**src/rtl/enigma_pkg.sv**
```systemverilog
// Shared types and constants for the enigma table loading path.
// Rotor and plugboard tables are 64 six-bit entries each.
package enigma_pkg;

  localparam int ENTRY_W     = 6;
  localparam int TABLE_DEPTH = 64;

  localparam logic [1:0] TBL_ROTOR_A = 2'd0;
  localparam logic [1:0] TBL_ROTOR_B = 2'd1;
  localparam logic [1:0] TBL_PLUG    = 2'd2;

  typedef enum logic [1:0] {
    IDLE = 2'd0,
    LOAD = 2'd1,
    DONE = 2'd2
  } loader_state_t;

endpackage

```
**src/rtl/enigma_perm_checker.sv**
```systemverilog
// Tracks which values a table has used and flags a repeated entry.
// The mask restarts at every table boundary; the flag is sticky.
module enigma_perm_checker
  import enigma_pkg::*;
(
  input  logic               clk,
  input  logic               srst_n,
  input  logic               xfer,
  input  logic               tbl_end,
  input  logic [ENTRY_W-1:0] data,
  output logic               err_dup
);

  logic [TABLE_DEPTH-1:0] seen;

  always_ff @(posedge clk) begin
    if (!srst_n) begin
      seen    <= '0;
      err_dup <= 1'b0;
    end else if (xfer) begin
      if (seen[data])
        err_dup <= 1'b1;
      // last entry is still checked against the old table's mask
      if (tbl_end)
        seen <= '0;
      else
        seen[data] <= 1'b1;
    end
  end

endmodule

```
**src/rtl/enigma_table_loader.sv**
```systemverilog
// Replays a byte-serial table stream onto the rotor/plugboard load bus.
// Define DUP_CHECK_EN to flag tables that are not permutations.
module enigma_table_loader
  import enigma_pkg::*;
#(
  parameter int NUM_TABLES = 3
) (
  input  logic               clk,
  input  logic               srst_n,
  input  logic               start,
  input  logic               in_valid,
  input  logic [ENTRY_W-1:0] in_data,
  output logic               in_ready,
  output logic               load,
  output logic [1:0]         table_idx,
  output logic [ENTRY_W-1:0] code_in,
  output logic               busy,
  output logic               done,
  output logic               err_dup
);

  localparam logic [ENTRY_W-1:0] LAST_ENTRY =
    ENTRY_W'(TABLE_DEPTH - 1);
  localparam logic [1:0] LAST_TBL = 2'(NUM_TABLES - 1);

  loader_state_t      state;
  logic [ENTRY_W-1:0] entry_cnt;
  logic [1:0]         cur_tbl;
  logic               xfer;
  logic               last_entry;
  logic               last_tbl;

  assign in_ready   = (state == LOAD);
  assign xfer       = in_valid && in_ready;
  assign last_entry = (entry_cnt == LAST_ENTRY);
  assign last_tbl   = (cur_tbl == LAST_TBL);

  always_ff @(posedge clk) begin
    if (!srst_n) begin
      state     <= IDLE;
      entry_cnt <= '0;
      cur_tbl   <= TBL_ROTOR_A;
      load      <= 1'b0;
      table_idx <= TBL_ROTOR_A;
      code_in   <= '0;
      busy      <= 1'b0;
      done      <= 1'b0;
    end else begin
      load <= xfer;
      if (xfer) begin
        code_in   <= in_data;
        table_idx <= cur_tbl;
        entry_cnt <= entry_cnt + 1'b1;
        if (last_entry && !last_tbl)
          cur_tbl <= cur_tbl + 1'b1;
      end
      unique case (state)
        IDLE: begin
          if (start) begin
            state <= LOAD;
            busy  <= 1'b1;
          end
        end
        LOAD: begin
          if (xfer && last_entry && last_tbl) begin
            state <= DONE;
            busy  <= 1'b0;
            done  <= 1'b1;
          end
        end
        DONE: begin
          state <= DONE;
        end
        default: begin
          state <= IDLE;
          busy  <= 1'b0;
          done  <= 1'b0;
        end
      endcase
    end
  end

`ifdef DUP_CHECK_EN
  logic tbl_end;
  assign tbl_end = xfer && last_entry;

  enigma_perm_checker u_perm (
    .clk     (clk),
    .srst_n  (srst_n),
    .xfer    (xfer),
    .tbl_end (tbl_end),
    .data    (in_data),
    .err_dup (err_dup)
  );
`else
  assign err_dup = 1'b0;
`endif

endmodule

```
**config.mk**
```make
export PLATFORM = sky130hd
export DESIGN_NAME = enigma_table_loader
export DESIGN_NICKNAME = d
export VERILOG_FILES = /design/src/rtl/enigma_pkg.sv /design/src/rtl/enigma_perm_checker.sv /design/src/rtl/enigma_table_loader.sv
export SDC_FILE = /design/constraint.sdc
export NUM_CORES = 1
export LEC_CHECK = 0
export ABC_AREA = 1
export CAP_MARGIN = 40
export CORE_AREA = 2 2 46 48
export DETAILED_ROUTE_END_ITERATION = 12
export DIE_AREA = 0 0 48 50
export PLACE_DENSITY = 0.87
export SYNTH_ARGS = -nofsm -noshare
export SYNTH_HDL_FRONTEND = slang
export SYNTH_SLANG_ARGS = --single-unit
```
**constraint.sdc**
```tcl
create_clock -name clk -period 3.8 [get_ports clk]
set_clock_uncertainty 0.2 [all_clocks]
set_input_delay 1.14 -clock clk [delete_from_list [all_inputs] [get_ports clk]]
set_output_delay 1.14 -clock clk [all_outputs]
set_load 0.1 [all_outputs]
```
==> impl_results.md, run 1 <==
* Sequential power share at 34.6%
* Worst R2R Setup Slack at 2.00 ns
* Fillers at 173
* Via density at 4.69
* Postcts setup bufs at 0
* WHS at 0.265 ns
* Crit path launch type: register
* Adder-cell area share of the yosys netlist at 6.94%
* I/O Pins at 23
* Std cell rows at 16
* Complex-gate fraction of the synthesized area at 14.4%
* Root Buffer: clkbuf_4
* Initial core utilization at 47.4%
* Mean post-synth cell area at 7.51 um^2
* Synth Area in Simple Gates at 22.5%
* Mapped Nets at 135
* Yosys cell types at 21
* Total global routing overflow at 0
* Max Fclk at 384 MHz
* Initial antenna violation count at 0
* Status: complete, no violations
* Area leader, netlist: dfxtp_1
* Mux cell area share after synthesis at 0%
* Max Transition Viols Final at 0
* Clock Latency Late Sink at 0.29 ns
* Leakage power at 0.464 nW
* Internal power at 0.000402 W
* Max_slew headroom at 61.9%
* Mapped Cells at 120
* Critical path peak fanout at 4
* Number of global-route vias before repair at 641
* Initial DRC Count at 10
* Max IR drop VDD at 0.335 mV
* Clk sinks at 21
* Clock slew at reported path FFs at 0.11 ns
* GR Util All Layers at 14.6%
* 1st-pass router iterations at 4
* H-tree depth at 1
* Synth Area in XOR/XNOR at 0%
* Reg2reg path depth at 7
* Max_cap viols at 0
* Synth top area cells: dfxtp_1 47%, nor2_1 10%, o21ai_0 7.2%
* Post-Route WL at 1620 um
* Buffers added on ports at 21
* Final period util at 68.5%
* Die Height at 50 um
* Place WS at 1.06 ns
* Vias at 783
* Tmin final at 2.60 ns
* CTS Hold Bufs at 0
* Switching Power at 0.000409 W
* Kind of critical path: register to output pin
* Die W at 48 um
* RSZ-0062 raised after global routing: false
* R2r endpoint: entry_cnt[5]$_SDFFE_PN0N_
* DP HPWL at 1200 um
* Core Box Area at 0.00190 mm^2
* Syn. warnings at 0
* Commonest non-fill, non-tap cell in the layout: nor2_1
* Antenna diodes at 0
* CTS buffer count at 3
* First-pass GRT wire length at 2550 um
* Register area share after synthesis at 46.7%
* Layout area overhead at 23.9%
* Area share of the leading cell type in the synthesized netlist at 46.7%
* Bufs on Longest Clock Path at 2
* Mapped cell area at 901 um^2
* Post-CTS Resized at 0
* Final core utilization at 58.7%
* FF-to-FF Start: state[1]$_SDFFE_PN0P_
* Clk pwr share at 12.7%
* Gpl congestion at 0.834
* Die area at 0.00240 mm^2
* Setup TNS at 0 ns
* Hold WC Path Type: register to register
* Setup violators final at 0
* Nets at 156
* Seq cells post-synth at 21
* Fraction of layout cells with a size suffix above 1 at 12.9%
* Hold depth at 2
* Hold path start: done$_SDFFE_PN0P_
* WP data required at 2.46 ns
* Largest family of logic cells by synthesized area: simple AND/OR/NAND/NOR gates
* DR WL/cell at 9.68 um
* Final hold violation count at 0
* Crit end category: output pin
* Hold Crit Endpoint: done$_SDFFE_PN0P_
* CP Data Arrival Time at 1.26 ns
* Remaining DRCs at 0
* Most frequent cells in the layout: 24 x nor2_1, 21 x dfxtp_1, 15 x inv_1
* Power per Cell Area at 727 mW/mm^2
* Worst-Margin Slew at 0.570 ns
* Gate power share at 52.7%
* Sw Ratio at 50.4%
* Setup slack after layout at 1.20 ns
* CTS tree: done
* Largest net degree at the start of global routing at 20
* Final antenna-violating net count at 0
layer usage:
| layer | wire length (um) | up-vias | share of wire, % | GRT usage (%) |
|---|---|---|---|---|
| met3 | 81 | 2 | 5.0 | 2.20 |
| li1 | - | 416 | - | - |
| met2 | 762 | 23 | 47 | 24.9 |
| met1 | 757 | 342 | 47 | 17.4 |
| met4 | 16 | 0 | 0.99 | 5.41 |
| met5 | 0 | - | 0 | 0 |
worst max path at each step:
| stage | endpoint | start |
|---|---|---|
| 6_report | in_ready | state[1]$_SDFFE_PN0P_ |
| 2_1_floorplan | in_ready | state[1]$_SDFFE_PN0P_ |
| 3_3_place_gp | entry_cnt[5]$_SDFFE_PN0N_ | in_valid |
| 5_1_grt | in_ready | state[1]$_SDFFE_PN0P_ |
| 4_1_cts | in_ready | state[1]$_SDFFE_PN0P_ |
| 3_5_place_dp | entry_cnt[5]$_SDFFE_PN0N_ | in_valid |
kinds of logic after synthesis:
logic type / after synthesis
AOI/OAI and AO/OA: 25
other: 1
buffers and inverters: 20
and+or+nand+nor: 48
adders and majority gates: 5
DFF: 21
Yosys cell counts:
| master | instances |
|---|---|
| inv_1 | 15 |
| dfxtp_1 | 21 |
| nand3_1 | 3 |
| nor2_2 | 1 |
| buf_2 | 2 |
| o31ai_1 | 1 |
| or2_2 | 1 |
| nor2_1 | 24 |
| buf_4 | 1 |
| nor4_1 | 1 |
| ha_1 | 5 |
| nand2_2 | 1 |
| conb_1 | 1 |
| o21bai_1 | 1 |
| clkbuf_1 | 2 |
| a21oi_1 | 10 |
| or2_0 | 1 |
| nand3b_1 | 1 |
| nand2_1 | 13 |
| nor3_1 | 2 |
| o21ai_0 | 13 |
area by class of cell:
type                       count  area [um^2]  share of cell area, %
clock buffer                   4         26.3                   2.35
inverter                      15         56.3                   5.04
multi-input combinational     79          399                   35.8
sequential                    21          420                   37.7
tap                           27         33.8                   3.03
timing repair buffer          21          180                   16.1
through the flow:
stage          total power, W  cells  instance area (um^2)
2_1_floorplan        0.000635    120                   901
3_3_place_gp         0.000706    163                  1090
3_5_place_dp         0.000717    163                  1090
4_1_cts              0.000819    167                  1120
5_1_grt              0.000866    167                  1120
6_report             0.000811    167                  1120
power by group through the flow:
stage	clock network, W	logic, W	registers (W)
after global placement	0	0.000421	0.000284
after detailed placement	0	0.000430	0.000287
final	0.000103	0.000428	0.000281
after floorplan	0	0.000166	0.000469
after global routing	0.000116	0.000464	0.000286
after CTS	0.000107	0.000431	0.000281
registers in the layout (all words and copies together) (netlist names):
register	cells
load	1
done	1
busy	1
cur_tbl	2
entry_cnt	6
table_idx	2
state	2
code_in	6
critical path, stage by stage, from the launching register on:
cell and delay [ns]:
dfxtp_1 0.34, inv_1 0.08, ha_1 0.23, buf_4 0.32
Power figures use the tool's default switching activity.
==> run 2, diff against run 1 <==
--- a/config.mk
+++ b/config.mk
@@ -7,10 +7,10 @@
 export LEC_CHECK = 0
 export ABC_AREA = 1
 export CAP_MARGIN = 40
-export CORE_AREA = 2 2 46 48
+export CORE_AREA = 2 2 48 50
 export DETAILED_ROUTE_END_ITERATION = 12
-export DIE_AREA = 0 0 48 50
-export PLACE_DENSITY = 0.87
+export DIE_AREA = 0 0 50 52
+export PLACE_DENSITY = 0.81
 export SYNTH_ARGS = -nofsm -noshare
 export SYNTH_HDL_FRONTEND = slang
 export SYNTH_SLANG_ARGS = --single-unit
==> constraint.sdc (replaced) <==
create_clock -name clk -period 2.6 [get_ports clk]
set_clock_uncertainty 0.2 [all_clocks]
set_input_delay 0.78 -clock clk [delete_from_list [all_inputs] [get_ports clk]]
set_output_delay 0.78 -clock clk [all_outputs]
set_load 0.1 [all_outputs]
==> run 2 against run 1 <==
  * Clock-buffer cell count decreased by 1
  * Via count is 1.1% higher
  * First-iteration DRC count grew 40%
  * Sequential share of layout area fell by 1.2 points
  * Routed wire length up 5.6%
  * Sequential power increased by 46%
  * Utilization shrank 3.9 points
  * Combinational power increased by 52%
  * Critical path type unchanged
==> impl_results.md, run 2 (synthesis gave the netlist of run 1 again) <==
* Nets at 159 (+1.9%)
* Critical path's top delay family: flip-flops
* Die area at 0.00260 mm^2 (+8.3%)
* Slowest cell on crit path: dfxtp_1
* Crit-path max cell delay at 0.35 ns (about the same)
* Crit path launch type: register
* Fillers at 196 (+13%)
* Hold Crit Endpoint: done$_SDFFE_PN0P_
* Core Box Area at 0.00211 mm^2 (+11%)
* Worst R2R Setup Slack at 0.80 ns (-1.20 ns)
* Reg2reg path depth at 7 (unchanged)
* Clk pwr share at 12.5% (-0.2 points)
* Power per Cell Area at 1050 mW/mm^2 (+45%)
* Buffers added on ports at 21 (unchanged)
* Tmin final at 2.21 ns
* Post-CTS Resized at 0 (unchanged)
* Initial core utilization at 42.8% (-4.6 points)
* Bufs on Longest Clock Path at 2 (unchanged)
* RSZ-0062 raised after global routing: false
* Internal power at 0.000606 W (+51%)
* CP cell instances: inv_1, ha_1, buf_12
* DR WL/cell at 9.99 um (+3.2%)
* R2r endpoint: entry_cnt[5]$_SDFFE_PN0N_
* Hold path start: done$_SDFFE_PN0P_
* Leakage power at 0.483 nW (+4.3%)
* Largest net degree at the start of global routing at 13 (-35%)
* CP Data Arrival Time at 1.23 ns (-0.03 ns)
* Max Transition Viols Final at 0 (unchanged)
* Clock Latency Late Sink at 0.30 ns (about the same)
* Cell count after placement at 167 (+2.5%)
* Switching Power at 0.000609 W (+49%)
* Layout area overhead at 28.1%
* CTS buffer count at 3 (unchanged)
* GR Util All Layers at 15.2% (+0.69 points)
* H-tree depth at 1 (unchanged)
* Postcts setup bufs at 0 (unchanged)
* Critical Path Stages at 3 (unchanged)
* FF-to-FF Start: state[1]$_SDFFE_PN0P_
* Initial antenna violation count at 0 (unchanged)
* Die Height at 52 um (+4.0%)
* CTS tree: done
* Status: complete, no violations
* Root Buffer: clkbuf_4
* Gpl congestion at 0.836 (+0.26%)
* Clock slew at reported path FFs at 0.12 ns (about the same)
* Via density at 4.63 (-1.2%)
* Crit end category: output pin
* 1st-pass router iterations at 4 (unchanged)
* I/O Pins at 23 (unchanged)
* CTS Hold Bufs at 0 (unchanged)
* Final hold violation count at 0 (unchanged)
* Fraction of layout cells with a size suffix above 1 at 15.4% (+2.5 points)
* Post-Route WL at 1710 um (+5.6%)
* Sw Ratio at 50.1% (-0.30 points)
* Commonest non-fill, non-tap cell in the layout: nor2_1
* Post-Layout Cell Count at 171 (+2.4%)
* Kind of critical path: register to output pin
* Setup violators final at 0 (unchanged)
* Initial DRC Count at 14 (+4)
* Remaining DRCs at 0 (unchanged)
* WP buf/inv at 2 (unchanged)
* Final antenna-violating net count at 0 (unchanged)
* Hold depth at 2 (unchanged)
* Sequential power share at 33.8% (-0.8 points)
* Antenna diodes at 0 (unchanged)
* Max_cap viols at 0 (unchanged)
* Setup TNS at 0 ns (unchanged)
* DP HPWL at 1310 um (+8.8%)
* Final period util at 85.0%
* Critical Path Start: state[1]$_SDFFE_PN0P_
* Top flop regs: code_in: 6 flops, entry_cnt: 6 flops
* Most frequent cells in the layout: 24 x nor2_1, 21 x dfxtp_1, 15 x inv_1
* First-pass GRT wire length at 3080 um (+21%)
* Clk sinks at 21 (unchanged)
* Gate power share at 53.7% (+1.0 points)
* Hold WC Path Type: register to register
* Total global routing overflow at 0 (unchanged)
* WP data required at 1.62 ns (-0.84 ns)
* Die W at 50 um (+4.2%)
* Max Fclk at 453 MHz
* Final core utilization at 54.8% (-3.9 points)
* Std cell rows at 17 (+1)
* Max IR drop VDD at 0.603 mV (+80%)
* Critical path peak fanout at 4 (unchanged)
* Number of global-route vias before repair at 749 (+17%)
* Vias at 792 (+1.1%)
## run 2: changes by cell type in the layout (fill, tap and decap cells not counted), sizes merged
cell / previous run / this run
buf: 12 / 15
clkbuf: 4 / 3
clkinv: 0 / 1
## run 2: per-stage QoR
step	area (um^2)	setup WS, ns	total power [W]	hold slack, ns
2_1_floorplan	901	0.310	0.000928	0.237
3_3_place_gp	1130	0.336	0.00106	0.240
3_5_place_dp	1130	0.286	0.00107	0.247
4_1_cts	1150	0.386	0.00122	0.265
5_1_grt	1150	0.321	0.00129	0.281
6_report	1150	0.390	0.00121	0.262
## run 2: area by class of cell
class | count | area (um^2) | area share [%]
Sequential cell | 21 | 420 | 36.4
Multi-Input combinational cell | 79 | 399 | 34.6
Timing Repair Buffer | 24 | 215 | 18.7
Inverter | 15 | 56.3 | 4.88
Tap cell | 28 | 35.0 | 3.04
Clock buffer | 3 | 22.5 | 1.95
Clock inverter | 1 | 5.00 | 0.434
## run 2: worst reg2reg max path, stage by stage (launching register included)
cell	delay, ns
dfxtp_1	0.35
inv_1	0.08
ha_1	0.29
nand2_2	0.15
nor3_1	0.26
nand2_1	0.12
o21ai_0	0.18
nor2_1	0.07
## run 2: routing by layer
metal	wire length, um	track usage, %
met5	0	0
met4	15	6.94
met3	78	2.30
met2	830	26.8
met1	785	18.3
## run 2: power by group through the flow
stage | clock network, W | logic [W] | registers, W
6_report | 0.000152 | 0.000652 | 0.000410
5_1_grt | 0.000175 | 0.000699 | 0.000420
4_1_cts | 0.000157 | 0.000657 | 0.000411
3_5_place_dp | 0 | 0.000651 | 0.000418
3_3_place_gp | 0 | 0.000642 | 0.000416
2_1_floorplan | 0 | 0.000242 | 0.000686
## run 2: worst max path at each step
stage / end / slack [ns]
2_1_floorplan: entry_cnt[5]$_SDFFE_PN0N_ / 0.31
3_3_place_gp: entry_cnt[5]$_SDFFE_PN0N_ / 0.34
3_5_place_dp: entry_cnt[5]$_SDFFE_PN0N_ / 0.29
4_1_cts: in_ready / 0.39
5_1_grt: in_ready / 0.32
6_report: in_ready / 0.39
